--- src/rtl/regfile_2r1w.sv ---
// regfile_2r1w: NREGS x WIDTH register file, two combinational read ports, one clocked write port; no backpressure.
// Writes land on the clk edge where they fire (visible same cycle with BYPASS); `REGFILE_ZERO_REG_EN hardwires register 0 to zero.
module regfile_2r1w #(
   parameter int WIDTH      = 8,
   parameter int NREGS      = 4,
   parameter int EDGE_WRITE = 1,
   parameter int BYPASS     = 1,
   parameter int CNT_W      = 8,
   localparam int ADDR_W    = $clog2(NREGS)
) (
   input  logic              clk,
   input  logic              reset,
   input  logic              we,
   input  logic [ADDR_W-1:0] sel_w,
   input  logic [WIDTH-1:0]  data_w,
   input  logic [ADDR_W-1:0] sel_a,
   input  logic [ADDR_W-1:0] sel_b,
   output logic [WIDTH-1:0]  data_a,
   output logic [WIDTH-1:0]  data_b,
   output logic [NREGS-1:0]  written,
   output logic [CNT_W-1:0]  write_count,
   output logic              write_ack
);

`ifdef REGFILE_ZERO_REG_EN
   localparam bit ZERO_REG = 1'b1;
`else
   localparam bit ZERO_REG = 1'b0;
`endif

   logic [WIDTH-1:0] regs_q [NREGS];
   logic [WIDTH-1:0] regs_d [NREGS];
   logic [NREGS-1:0] written_q, written_d;
   logic [CNT_W-1:0] count_q, count_d;
   logic             ack_q, ack_d;
   logic             we_q;
   logic             fire_raw, fire;

   // we_q tracks we even when a write to the zero register is discarded
   assign fire_raw = (EDGE_WRITE != 0) ? (we & ~we_q) : we;
   assign fire     = fire_raw & ~(ZERO_REG && (sel_w == '0));

   always_comb begin
      regs_d    = regs_q;
      written_d = written_q;
      count_d   = count_q;
      ack_d     = 1'b0;
      if (fire) begin
         regs_d[sel_w]    = data_w;
         written_d[sel_w] = 1'b1;
         count_d          = count_q + CNT_W'(1);
         ack_d            = 1'b1;
      end
   end

   always_ff @(posedge clk or posedge reset) begin
      if (reset) begin
         for (int i = 0; i < NREGS; i++) regs_q[i] <= '0;
         written_q <= '0;
         count_q   <= '0;
         ack_q     <= 1'b0;
         we_q      <= 1'b0;
      end else begin
         for (int i = 0; i < NREGS; i++) regs_q[i] <= regs_d[i];
         written_q <= written_d;
         count_q   <= count_d;
         ack_q     <= ack_d;
         we_q      <= we;
      end
   end

   always_comb begin
      data_a = regs_q[sel_a];
      if ((BYPASS != 0) && fire && (sel_a == sel_w)) data_a = data_w;
      if (ZERO_REG && (sel_a == '0)) data_a = '0;
   end

   always_comb begin
      data_b = regs_q[sel_b];
      if ((BYPASS != 0) && fire && (sel_b == sel_w)) data_b = data_w;
      if (ZERO_REG && (sel_b == '0)) data_b = '0;
   end

   assign written     = written_q | NREGS'(ZERO_REG);
   assign write_count = count_q;
   assign write_ack   = ack_q;

endmodule

--- config.mk ---
export PLATFORM = sky130hd
export DESIGN_NAME = regfile_2r1w
export DESIGN_NICKNAME = d
export VERILOG_FILES = /design/src/rtl/regfile_2r1w.sv
export SDC_FILE = /design/constraint.sdc
export NUM_CORES = 1
export LEC_CHECK = 0
export ABC_AREA = 1
export BUFFER_PORTS_ARGS = -buffer_cell sky130_fd_sc_hd__buf_4
export CORE_MARGIN = 1.5
export CORE_UTILIZATION = 58
export DETAILED_ROUTE_END_ITERATION = 10
export PLACE_DENSITY = 0.82
export SLEW_MARGIN = 5
export SYNTH_ARGS = -nofsm -noshare
export SYNTH_HDL_FRONTEND = slang
export SYNTH_SLANG_ARGS = --single-unit
--- constraint.sdc ---
create_clock -name clk -period 3.61 [get_ports clk]
set_input_delay 0.361 -clock clk [delete_from_list [all_inputs] [get_ports clk]]
set_output_delay 0.361 -clock clk [all_outputs]
set_load 0.02 [all_outputs]
==> reports/results.ini <==
[sta]
layout_setup_ws_ns = 1.355
rsz_0062_raised_after_global_routing = no
layout_min_cycle_time_ns = 2.255
timing.clock.skew_ns = 0.007713
final_hold_viol_count = 0
worstMarginPinSlew_ns = 0.9506
setup_total_negative_slack_ns = 0
min_period_over_period_pct = 62.48
timing.hold.ws_ns = 0.1846
slew_violations = 0
max-slew-margin-rel_pct = 36.53
max_freq_mhz = 443.4
setup_viol_count_final = 0

[route]
postRouteAntennaNets = 0
firstDrtPassIters = 7
detailedRoute.firstIterationViolations = 356
vias_per_cell = 5.391
post-route-drc-count = 0
vias = 2620
drt_wl_total_mm = 6.905
drt-wirelength-per-cell_um = 14.21

[worst_setup_path]
cp.arrival_ns = 1.89
worst-setup-path-type = reg -> out
timing.critical_path.from_type = register
critPathSlowestCell = sky130_fd_sc_hd__a21oi_2
worstSetupEndpointType = primary output
slowest_delay_ns = 0.40
path_max_fanout = 9
cp_cell_sequence = inv_1 -> nand2_2 -> a21oi_2 -> nand2_2 -> nand2_1 -> nand2_1 -> buf_4
critPathRequiredTime_ns = 3.25

[placement]
detailed_place_hpwl_mm = 4.737
routabilityCongestion = 0.8886
post_dp_cell_area_mm2 = 0.003012
dp_slack_ns = 1.636
io_buffer_count = 45

[power_and_ir_drop]
design_power_total_mw = 1.579
power.share.sequential_pct = 43.5
power.density_cell_area_mw_per_mm2 = 506.3
p_clk_share_pct = 23.7
ir_worst_vdd_uv = 321.5
power.combinational.fraction_pct = 32.9
sw_frac_of_total_pct = 35.45
power_report.internal_total_mw = 1.019
total_switching_power_uw = 559.7
power_leakage_nw = 1.793

[cts]
clock_tree_sinks = 46
postCtsResizedCells = 0
clock_tree.buffer_depth = 2
cts.clk_slew.worst_paths_ns = 0.08
numCtsBuffers = 5
ctsRootBufferMaster = sky130_fd_sc_hd__clkbuf_8
holdBufCountCts = 0
clock_tree_from_tritoncts = built
clk-insertion-delay-late_ns = 0.30
cts_max_level = 2
postCtsSetupRepairBufs = 0

[cells_and_area]
net_count_of_the_finished_layout = 451
multi_input_area_mm2 = 0.001237
fillers = 398
areaGrowthSynthToFinish_pct = 16.94
drive_above_1_share_pct = 15.67
diodes = 0
layout.cell_area.non_filler_mm2 = 0.003118
sequential_cell_area_mm2 = 0.001151

[grt]
grt_pass1_wl_mm = 11.12
grt_util_all_layers_pct = 28.25
global_route.overflow_total = 0
antenna_violations_before_repair = 0
grt_pass1_vias = 2328
largest_net_degree_at_the_start_of_global_routing = 47

[floorplan]
coreArea_mm2 = 0.004384
initial_util_pct = 60.82
die_h_um = 70.80
die_w_um = 70.80
fp.dieArea_mm2 = 0.005013
placementRows = 24
top_level_ports = 46

[logic_synthesis]
synth-seq-area-share_pct = 43.17
syn_area_mm2 = 0.002666
ys_seq_elements = 46
synth_top_cell_area_share_pct = 43.17
yosys-top-cells-area = sky130_fd_sc_hd__dfrtp_1 43%, sky130_fd_sc_hd__nand2_1 24%, sky130_fd_sc_hd__nand3_1 9.4%, sky130_fd_sc_hd__inv_1 7.5%, sky130_fd_sc_hd__o21ai_1 4.3%
yosys.cell_types.count = 20
synthCells = 393
avgSynthCellArea_um2 = 6.784
synth.largest_area_cell = sky130_fd_sc_hd__dfrtp_1
synth_nets = 411
synth-warning-count = 0

[worst_hold_path]
hold_class = in -> reg

[flow_run]
maxCapViolations = 0

[outcome]
run_status = finished clean

[cells in the final DEF, fill, tap and decap left out, types with 3 or more instances in the layout]
cell / instances
sky130_fd_sc_hd__o21ai_1: 23
sky130_fd_sc_hd__nand3_2: 4
sky130_fd_sc_hd__xor2_1: 3
sky130_fd_sc_hd__dfrtp_1: 46
sky130_fd_sc_hd__nand2_1: 171
sky130_fd_sc_hd__buf_4: 45
sky130_fd_sc_hd__clkbuf_8: 5
sky130_fd_sc_hd__nand2_2: 3
sky130_fd_sc_hd__nand3_1: 50
sky130_fd_sc_hd__inv_2: 5
sky130_fd_sc_hd__nor2_1: 5
sky130_fd_sc_hd__o21ai_0: 9
sky130_fd_sc_hd__inv_1: 52
[power groups by stage]
stage | clock network, mW | registers [mW] | logic (mW)
6_report | 0.374 | 0.686 | 0.519
5_1_grt | 0.396 | 0.698 | 0.574
4_1_cts | 0.379 | 0.685 | 0.517
3_5_place_dp | 0 | 0.694 | 0.514
3_3_place_gp | 0 | 0.690 | 0.502
2_1_floorplan | 0 | 0.715 | 0.307
[path summary, 6_finish.rpt]
check | slack (ns) | cells after the start | from | end
worst max-delay path | 1.35 | 7 | we_q | data_b[0]
worst min-delay path | 0.18 | 1 | we | we_q
worst max register to register | 2.10 | 5 | we_q | regs_q[29]
worst min register to register | 0.47 | 2 | written[0] | written[0]
max in group asynchronous | 2.74 | 2 | reset | regs_q[3]
min in group asynchronous | 0.28 | 2 | reset | write_count[2]
[cells in the mapped netlist]
library cell and instances:
sky130_fd_sc_hd__a21oi_2 2, sky130_fd_sc_hd__buf_2 10, sky130_fd_sc_hd__clkbuf_1 2, sky130_fd_sc_hd__dfrtp_1 46, sky130_fd_sc_hd__ha_1 1, sky130_fd_sc_hd__inv_1 53
sky130_fd_sc_hd__inv_2 4, sky130_fd_sc_hd__inv_4 1, sky130_fd_sc_hd__nand2_1 171, sky130_fd_sc_hd__nand2_2 3, sky130_fd_sc_hd__nand3_1 50, sky130_fd_sc_hd__nand3_2 4
sky130_fd_sc_hd__nand3b_1 2, sky130_fd_sc_hd__nor2_1 5, sky130_fd_sc_hd__nor2_4 2, sky130_fd_sc_hd__nor3_1 1, sky130_fd_sc_hd__o21ai_0 9, sky130_fd_sc_hd__o21ai_1 23
sky130_fd_sc_hd__xnor2_1 1, sky130_fd_sc_hd__xor2_1 3
[state kept, by name, indices dropped and copies added, names as in the netlist]
register,flops
we_q,1
written,4
regs_q,32
write_ack,1
write_count,8
[through the flow]
step	utilization [%]	std cells
2_1_floorplan	-	393
3_3_place_gp	68.69	478
3_5_place_dp	68.69	478
4_1_cts	71.12	486
5_1_grt	71.12	486
6_report	71.12	486
[routing by layer]
metal	global-route usage [%]	vias to the layer above	share of wire, %
met5	0	-	0
met1	42.16	1191	47
li1	-	1294	-
met3	5.413	16	6.5
met4	9.015	0	2.0
met2	41.95	119	44
[cell type report]
class / count / share of cell area [%]
inverter: 58 / 7.063
clock inverter: 1 / 0.9631
timing repair buffer: 45 / 10.83
tap: 52 / 2.087
multi-input combinational: 277 / 39.69
sequential: 46 / 36.92
clock buffer: 7 / 2.448
[cell families (layout without fill, tap and decap cells)]
logic type	Yosys count	after routing	share of synthesized area [%]
and+or+nand+nor	238	238	37.96
adders and majority gates	1	1	0.4692
xor gates and xnor gates	4	4	1.314
buffers and inverters	70	111	10.42
DFF	46	46	43.17
AOI/OAI and AO/OA	34	34	6.664
[worst max-delay path: cells and delay by family, from the launching register on]
family / cells / cell delay [ns]
buffers and inverters: 2 / 0.24
and+or+nand+nor: 4 / 0.56
DFF: 1 / 0.38
AOI/OAI and AO/OA: 1 / 0.40
Power figures use the tool's default switching activity.
